===== config.mk =====
export PLATFORM = sky130hd
export DESIGN_NAME = nibble_serial_adder
export DESIGN_NICKNAME = d
export VERILOG_FILES = /design/src/rtl/arith_pkg.sv /design/src/rtl/digit_adder.sv /design/src/rtl/nibble_serial_adder.sv
export SDC_FILE = /design/constraint.sdc
export NUM_CORES = 1
export LEC_CHECK = 0
export CORE_MARGIN = 1.5
export CORE_UTILIZATION = 55
export DETAILED_ROUTE_END_ITERATION = 16
export GPL_ROUTABILITY_DRIVEN = 0
export HOLD_SLACK_MARGIN = 0.03
export PLACE_DENSITY = 0.83
export SKIP_LAST_GASP = 1
export SLEW_MARGIN = 20
export SYNTH_ARGS = -nofsm -noshare
export SYNTH_HDL_FRONTEND = slang
export SYNTH_HIERARCHICAL = 1
export SYNTH_SLANG_ARGS = --single-unit

===== constraint.sdc =====
create_clock -name clk -period 4.2 [get_ports clk]
set_input_delay 0.84 -clock clk [delete_from_list [all_inputs] [get_ports clk]]
set_output_delay 0.84 -clock clk [all_outputs]
set_load 0.02 [all_outputs]

===== src/rtl/arith_pkg.sv =====
`default_nettype none
// ============================================================================
// Module   : arith_pkg
// Purpose  : Shared types and constants for the digit-serial arithmetic blocks.
//            - state_t   : IDLE / RUN / DONE sequencer states
//            - NDIGITS   : digits per operand at the default geometry
//            - CNT_W     : digit counter width at the default geometry
//            - SAT_POS/SAT_NEG : signed saturation limits at the default width
//            - cnt_width(): counter width for an arbitrary digit count
// Revision : 1.0  initial release
// ============================================================================
package arith_pkg;

    localparam int DEF_WIDTH = 16;
    localparam int DEF_DIGIT = 4;
    localparam int NDIGITS   = DEF_WIDTH / DEF_DIGIT;

    // A single-digit configuration still needs a 1-bit counter to be legal.
    function automatic int cnt_width(input int ndig);
        return (ndig > 1) ? $clog2(ndig) : 1;
    endfunction

    localparam int CNT_W = cnt_width(NDIGITS);

    localparam logic [DEF_WIDTH-1:0] SAT_POS = 16'h7FFF;
    localparam logic [DEF_WIDTH-1:0] SAT_NEG = 16'h8000;

    typedef enum logic [1:0] {
        IDLE = 2'd0,
        RUN  = 2'd1,
        DONE = 2'd2
    } state_t;

endpackage
`default_nettype wire


===== src/rtl/digit_adder.sv =====
`default_nettype none
// ============================================================================
// Module   : digit_adder
// Purpose  : Combinational DIGIT-bit adder with carry-in.
// Ports    : x, y      - DIGIT-bit addends
//            ci        - carry in
//            s         - DIGIT-bit sum
//            co        - carry out of the top bit
//            c_msb_in  - carry into the top bit (for signed overflow)
// Revision : 1.0  initial release
// ============================================================================
module digit_adder #(
    parameter int DIGIT = 4
) (
    input  logic [DIGIT-1:0] x,
    input  logic [DIGIT-1:0] y,
    input  logic             ci,
    output logic [DIGIT-1:0] s,
    output logic             co,
    output logic             c_msb_in
);

    logic [DIGIT:0] w_full;

    assign w_full   = {1'b0, x} + {1'b0, y} + {{DIGIT{1'b0}}, ci};
    assign s        = w_full[DIGIT-1:0];
    assign co       = w_full[DIGIT];

    // The top sum bit is x^y^carry_in at that position, so the carry into
    // the top bit is recovered without a second adder chain.
    assign c_msb_in = s[DIGIT-1] ^ x[DIGIT-1] ^ y[DIGIT-1];

endmodule
`default_nettype wire


===== src/rtl/nibble_serial_adder.sv =====
`default_nettype none
// ============================================================================
// Module   : nibble_serial_adder
// Purpose  : Multi-cycle WIDTH-bit adder, DIGIT bits per clock, LSB first,
//            with the carry rippled through a register.
// Ports    : clk   - rising-edge clock
//            rst   - asynchronous active-low reset
//            start - request, sampled only while idle
//            a, b  - operands, captured on the accept edge
//            cin   - carry in, captured on the accept edge
//            busy  - high while digits are being added
//            done  - one-cycle pulse when sum/cout/ovf are valid
//            sum   - registered result, held until the next completion
//            cout  - unsigned carry out of the MSB
//            ovf   - signed two's-complement overflow
// Config   : NIBBLE_SERIAL_ADDER_SAT_EN - clamp sum to signed limits on
//            overflow (cout/ovf still report the raw condition).
// Revision : 1.0  initial release
// ============================================================================
module nibble_serial_adder
    import arith_pkg::*;
#(
    parameter int WIDTH = DEF_WIDTH,   // must be a multiple of DIGIT
    parameter int DIGIT = DEF_DIGIT
) (
    input  logic             clk,
    input  logic             rst,
    input  logic             start,
    input  logic [WIDTH-1:0] a,
    input  logic [WIDTH-1:0] b,
    input  logic             cin,
    output logic             busy,
    output logic             done,
    output logic [WIDTH-1:0] sum,
    output logic             cout,
    output logic             ovf
);

    localparam int c_ndigits = WIDTH / DIGIT;
    localparam int c_cnt_w   = cnt_width(c_ndigits);
    localparam logic [c_cnt_w-1:0] c_last = c_cnt_w'(c_ndigits - 1);

    state_t             r_state;
    state_t             w_next_state;
    logic [WIDTH-1:0]   r_a;
    logic [WIDTH-1:0]   r_b;
    logic [WIDTH-1:0]   r_psum;
    logic               r_carry;
    logic [c_cnt_w-1:0] r_cnt;
    logic [WIDTH-1:0]   r_sum;
    logic               r_cout;
    logic               r_ovf;

    logic [DIGIT-1:0]   w_s;
    logic               w_co;
    logic               w_c_msb_in;
    logic               w_last;
    logic               w_ovf;
    logic [WIDTH-1:0]   w_psum_next;
    logic [WIDTH-1:0]   w_result;

    digit_adder #(
        .DIGIT    (DIGIT)
    ) u_digit_adder (
        .x        (r_a[DIGIT-1:0]),
        .y        (r_b[DIGIT-1:0]),
        .ci       (r_carry),
        .s        (w_s),
        .co       (w_co),
        .c_msb_in (w_c_msb_in)
    );

    assign w_last = (r_cnt == c_last);
    // Only meaningful on the last digit, which holds the operand MSBs.
    assign w_ovf  = w_c_msb_in ^ w_co;

    // Each new digit enters the partial sum from the top, so after the last
    // digit the word is already in its final bit order.
    generate
        if (WIDTH == DIGIT) begin : g_one_digit
            assign w_psum_next = w_s;
        end else begin : g_multi_digit
            assign w_psum_next = {w_s, r_psum[WIDTH-1:DIGIT]};
        end
    endgenerate

`ifdef NIBBLE_SERIAL_ADDER_SAT_EN
    localparam logic [WIDTH-1:0] c_sat_pos = {1'b0, {(WIDTH-1){1'b1}}};
    localparam logic [WIDTH-1:0] c_sat_neg = {1'b1, {(WIDTH-1){1'b0}}};

    // On overflow both operands share a sign and the raw MSB is its inverse:
    // a negative-looking raw result means two non-negative operands.
    always_comb begin
        w_result = w_psum_next;
        if (w_ovf) begin
            w_result = w_psum_next[WIDTH-1] ? c_sat_pos : c_sat_neg;
        end
    end
`else
    assign w_result = w_psum_next;
`endif

    // ---------------- state register ----------------
    always_ff @(posedge clk or negedge rst) begin
        if (!rst) begin
            r_state <= IDLE;
        end else begin
            r_state <= w_next_state;
        end
    end

    // ---------------- next-state logic ----------------
    always_comb begin
        w_next_state = r_state;
        case (r_state)
            IDLE:    if (start)  w_next_state = RUN;
            RUN:     if (w_last) w_next_state = DONE;
            DONE:    w_next_state = IDLE;
            default: w_next_state = IDLE;
        endcase
    end

    // ---------------- datapath ----------------
    always_ff @(posedge clk or negedge rst) begin
        if (!rst) begin
            r_a     <= '0;
            r_b     <= '0;
            r_psum  <= '0;
            r_carry <= 1'b0;
            r_cnt   <= '0;
            r_sum   <= '0;
            r_cout  <= 1'b0;
            r_ovf   <= 1'b0;
        end else begin
            case (r_state)
                IDLE: begin
                    if (start) begin
                        r_a     <= a;
                        r_b     <= b;
                        r_carry <= cin;
                        r_psum  <= '0;
                        r_cnt   <= '0;
                    end
                end
                RUN: begin
                    r_a     <= r_a >> DIGIT;
                    r_b     <= r_b >> DIGIT;
                    r_psum  <= w_psum_next;
                    r_carry <= w_co;
                    r_cnt   <= r_cnt + c_cnt_w'(1);
                    if (w_last) begin
                        r_sum  <= w_result;
                        r_cout <= w_co;
                        r_ovf  <= w_ovf;
                    end
                end
                default: ;
            endcase
        end
    end

    assign busy = (r_state == RUN);
    assign done = (r_state == DONE);
    assign sum  = r_sum;
    assign cout = r_cout;
    assign ovf  = r_ovf;

endmodule
`default_nettype wire


* After elaboration in Yosys (flattened, before gate mapping)
Index checks and enable logic that the tools add are counted.
** Operators by class
- Muxes and demuxes :: 13
- Reductions and logical operators :: 5
- $add $sub $neg :: 3
- Bitwise operators :: 3
- Eq/ne operators :: 5
** Operators with widths (number)
- case mux 16 bit (2 select lines) :: 3
- 2-to-1 mux 16 bit :: 3
- case mux 2 bit (2 select lines) :: 2
- 2-to-1 mux 2 bit :: 3
- AND reduction 2 bit :: 3
- adder 4 x 4 -> 5 bit :: 1
- adder 5 x 1 -> 5 bit :: 1
- equality test 2 bit (second input constant) :: 2
- bitwise XOR 1 bit :: 3
- adder 2 x 1 -> 2 bit (second input constant) :: 1
- equality test 2 x 1 -> 1 bit (second input constant) :: 1
- zero test 2 bit :: 1
- inequality test 2 x 1 -> 1 bit (second input constant) :: 1
- inequality test 2 bit (second input constant) :: 1
- case mux 1 bit (2 select lines) :: 1
- nonzero test 2 bit :: 1
- 2-to-1 mux 1 bit :: 1
** Word-level totals
- Register bits :: 71
- Input port bits :: 36
- Logic and storage cells :: 38
- Output and inout port bits :: 20

* Logic depth before layout (Yosys ltp)
- Word-level depth :: 5
- Gate-level depth with buffers :: 8
- Depth with buffers taken out :: 8

* Modules after synthesis
The synthesis kept the hierarchy.
** Modules (own cells, without submodules)
- nibble_serial_adder :: cells an instance 255, seq. area each 1676.6 µm², area each 2932.8 µm², instances 1
- digit_adder :: cells an instance 19, seq. area each 0.0 µm², area each 177.7 µm², instances 1

* Worst setup path after synthesis
Ideal clock, no wire load.
- Kind :: reg2out
- Start :: register r_state[0]
- End :: output port done
- Arrival :: 0.987 ns
- Stages on the path, launching flop included :: 4
- Required time :: 3.360 ns
- Path slack :: 2.373 ns
- Buffers on the path :: 2
- Path through :: dfrtp_1 > buf_6 > clkbuf_1 > nor2_1
** Between the ends
- Word-level cells in the longest chain between the ends :: 1
** Ends and longest elaborated chain
- start, declared :: line nibble_serial_adder.sv:43 : state_t r_state;
- start signal, assigned :: line nibble_serial_adder.sv:108 : r_state <= w_next_state;
- equality test 2 bit :: line nibble_serial_adder.sv:163 : assign done = (r_state == DONE);
- end, declared :: line nibble_serial_adder.sv:33 : output logic done,
No other way between the ends.

* Final worst setup path
- Start :: register r_state[1]
- End :: output port busy
** Between the ends
- Word-level cells in the longest chain between the ends :: 1
** Ends and longest elaborated chain
- equality test 2 x 1 -> 1 bit :: line nibble_serial_adder.sv:162 : assign busy = (r_state == RUN);
- end, declared :: line nibble_serial_adder.sv:32 : output logic busy,
No other way between the ends.

==> results.md <==
Synth:
- Counting every instance in the synthesized netlist gives 274.
- After synthesis, the cell types taking the most area are sky130_fd_sc_hd__dfrtp_1 (54%), sky130_fd_sc_hd__mux2_1 (6.2%), sky130_fd_sc_hd__nor3_1 (6.1%), sky130_fd_sc_hd__o22ai_1 (5.0%), sky130_fd_sc_hd__a22o_1 (3.7%).
- Dividing the synthesized area by the synthesized cell count gives 11.4 µm².
- The number of different library cells used by synthesis comes to 30.
- For this run, the register share of the synthesized area comes to 53.9%.
- By count the netlist is led by sky130_fd_sc_hd__dfrtp_1 (67), sky130_fd_sc_hd__nor3_1 (38), sky130_fd_sc_hd__o22ai_1 (25).
- The most common cell in the netlist is sky130_fd_sc_hd__dfrtp_1.
- Yosys mapped a number of flops with a built-in enable equal to 0.
- The library cell with the largest summed area after synthesis is sky130_fd_sc_hd__dfrtp_1.
- The cell area that synthesis handed to floorplanning was 0.00311 mm².
- The area fraction of the dominant cell type after synthesis is 53.9%.
- The count of synthesis-stage warnings from yosys is 6.
- Counting flops and latches in the post-synthesis netlist gives 67.
- The leading register cell type out of synthesis is sky130_fd_sc_hd__dfrtp_1.
- The async set-reset flop share out of synthesis is 100%.
- The number of nets produced by synthesis is 316.

Clock network:
- TritonCTS built the clock tree.
- The later-pin clock latency in the skew report is 340 ps.
- The longest clock path from root to sink contains 2 buffers.
- The cell chosen for the clock root is sky130_fd_sc_hd__clkbuf_8.
- The H-tree generated during clock tree synthesis spans 3 levels.
- Post-CTS timing repair inserted 0 buffers for setup.
- After clock tree synthesis, the clock-pin slew on the worst setup and hold paths is 70 ps.
- The number of gates resized after CTS is 0.
- Clock tree synthesis found a total of 67 sinks.
- Hold repair after CTS inserted 0 buffers.
- The number of buffers added by the clock tree synthesis step is 9.

Min path:
- The min-delay analysis places its worst path in the category flop to flop.
- The start point of the worst hold path is sum[6].

STA:
- The final hold violation count is 0.
- Headroom to the max-slew limit came out at 35.5%.
- Setup violations remaining at the end of the flow were counted as 0.
- Based on the critical path, the design can be clocked at up to 339 MHz.
- Summed over all failing endpoints, the final setup total negative slack is 0 ps.
- The max-slew violation total from the final report is 0.
- The minimum clock period is 2950 ps.
- The clock skew after layout is 7.66 ps.
- At the pin with the least slew margin, the transition time is 965 ps.
- The fraction of the cycle the final worst path needs is 70.2%.
- Setup repair after global routing left no endpoint under its margin.

Drt:
- The final routed DRC violation total is 0.
- Across all layers, the routed design uses 2,308 vias.
- The remaining antenna violation count is 0.
- For this run, the detailed router's first-pass iteration total came to 4.
- The via-per-instance ratio is 5.80.
- The final routed wirelength across all metal layers is 6440 µm.
- The number of design-rule violations left by the first detailed-router iteration is 129.
- In the final routed layout, each cell accounts on average for 16.2 µm.

Global routing:
- The via count of the first global-routing pass came to 2,312.
- The largest net degree at the start of global routing is 57.
- The initial antenna violation count came to 0.
- The remaining global-route overflow is 0.
- The total routing resource utilization after global routing is 23.7%.
- The first global-routing pass estimated 11,100 µm of wire.

Finish:
- The repair_antennas step left the layout with diodes totalling 0.
- The share of final-layout standard cells stronger than drive strength 1 is 10.1%.
- In the final design database the tool counted 363 nets.
- The finished layout cell area is 0.00383 mm².
- The utilization of the core after routing is 70.0%.
- The fill cell total of the finished layout is 412.
- The area growth from synthesis to layout is 23.1%.

Worst setup path:
- Tracing the worst setup path back leads to its startpoint at r_state[1].
- In this run the worst path has a maximum fanout of 27.
- The setup check on the worst reg-to-reg path leaves a slack of 1870 ps.
- The worst setup path is launched from a flop.
- At the worst endpoint, the required time is 3360 ps.
- The worst setup path is captured at an output port.
- The critical path is of the flop to output port type.
- Data arrives at the worst endpoint at 2110 ps.
- In this run the critical register-to-register path is launched from r_state[0].

Power and ir drop:
- The static leakage power is 1.61 nW.
- The ratio of total power to cell area is 836 mW/mm².
- Across the VDD grid, the largest voltage drop is 0.000333 V.

Placed design:
- In this run the tool buffered the top-level ports with 55 buffer cells.
- The HPWL after detailed placement is 4310 µm.
- The instance area after placement is 0.00362 mm².

Die:
- The die covers 0.00612 mm².
- After floorplanning, the core was divided into 27 placement rows.
- The number of placed I/O pins is 56.
- The height of the die is 78.2 µm.
- The die outline width is 78.2 µm.
- The initial utilization of the core area, before any placement, comes to 56.8%.
- The core region area is 0.00547 mm².

Flow run:
- The number of max-cap violations is 0.

Outcome:
- The run finished with clean final reports.
-- critical path, cell delays in order, from the launching register on --
cell and delay (ps):
sky130_fd_sc_hd__dfrtp_1 530, sky130_fd_sc_hd__nand2b_1 210, sky130_fd_sc_hd__buf_4 230, sky130_fd_sc_hd__inv_4 180, sky130_fd_sc_hd__clkdlybuf4s50_1 630
-- layer usage --
layer  track usage (%)  share of wire (%)  vias up
met5                 0                  0        -
met4              12.1                2.3        0
met3              4.42                3.8       15
met2              39.7                 51       71
met1              29.2                 42     1125
li1                  -                  -     1097
-- power by group --
group          total [mW]  internal [mW]  switching, mW
combinational        1.44          0.689          0.755
clock               0.566          0.333          0.234
sequential           1.19          0.952          0.236
-- path summary, 6_finish.rpt --
check / endpoint / cells after the start
worst max-delay path: busy / 4
worst min-delay path: sum[6] / 1
worst max register to register: sum[9] / 3
worst min register to register: sum[6] / 1
max in group asynchronous: r_a[4] / 2
min in group asynchronous: sum[0] / 1
-- metrics by stage --
step                setup slack, ps  total power, mW  cells  hold WS [ps]
CTS                            1260             3.22    398           496
detailed placement             1430             2.64    382           481
finish                         1250             3.20    398           490
global placement               1490             2.56    382           467
floorplan                      2370             2.25    274           459
global route                   1140             3.43    398           506
-- cell type report --
| type | instances | area, µm² | area share (%) |
|---|---|---|---|
| Sequential cell | 67 | 1680 | 43.8 |
| Timing Repair Buffer | 59 | 578 | 15.1 |
| Tap cell | 72 | 90.1 | 2.35 |
| Inverter | 7 | 28.8 | 0.752 |
| Clock buffer | 11 | 131 | 3.43 |
| Multi-Input combinational cell | 177 | 1250 | 32.5 |
| Clock inverter | 5 | 77.6 | 2.03 |
-- cells in the final DEF (no fill, tap or decap), types with 2 or more instances in the layout --
cell type and n:
sky130_fd_sc_hd__inv_1 5, sky130_fd_sc_hd__dfrtp_1 67, sky130_fd_sc_hd__ha_1 4, sky130_fd_sc_hd__clkinv_2 2, sky130_fd_sc_hd__o21ai_0 19, sky130_fd_sc_hd__a22o_1 13, sky130_fd_sc_hd__nor3_1 38, sky130_fd_sc_hd__clkbuf_1 2
sky130_fd_sc_hd__clkdlybuf4s50_1 54, sky130_fd_sc_hd__nand2_1 10, sky130_fd_sc_hd__clkbuf_8 9, sky130_fd_sc_hd__mux2_1 17, sky130_fd_sc_hd__nand2b_1 5, sky130_fd_sc_hd__xnor2_1 6, sky130_fd_sc_hd__fa_1 2, sky130_fd_sc_hd__o32ai_1 9
sky130_fd_sc_hd__buf_4 5, sky130_fd_sc_hd__o22ai_1 25, sky130_fd_sc_hd__nor2_1 11, sky130_fd_sc_hd__bufinv_16 2, sky130_fd_sc_hd__nor3_2 10
-- kinds of logic after synthesis --
logic type,count (synthesis),share of synthesized area (%)
simple gates,78,13.8
compound gates,70,15.6
flops,67,53.9
buf+inv,30,6.03
mux,17,6.15
xor+xnor,6,1.69
fa+ha+maj,6,2.90
-- sequential cells by signal (all words and copies together), names as in the netlist --
name and flops:
r_psum 12, r_b 16, r_carry 1, sum 16
cout 1, r_a 16, r_cnt 2, ovf 1
r_state 2
Note: power is estimated with default switching activity, not from simulation.
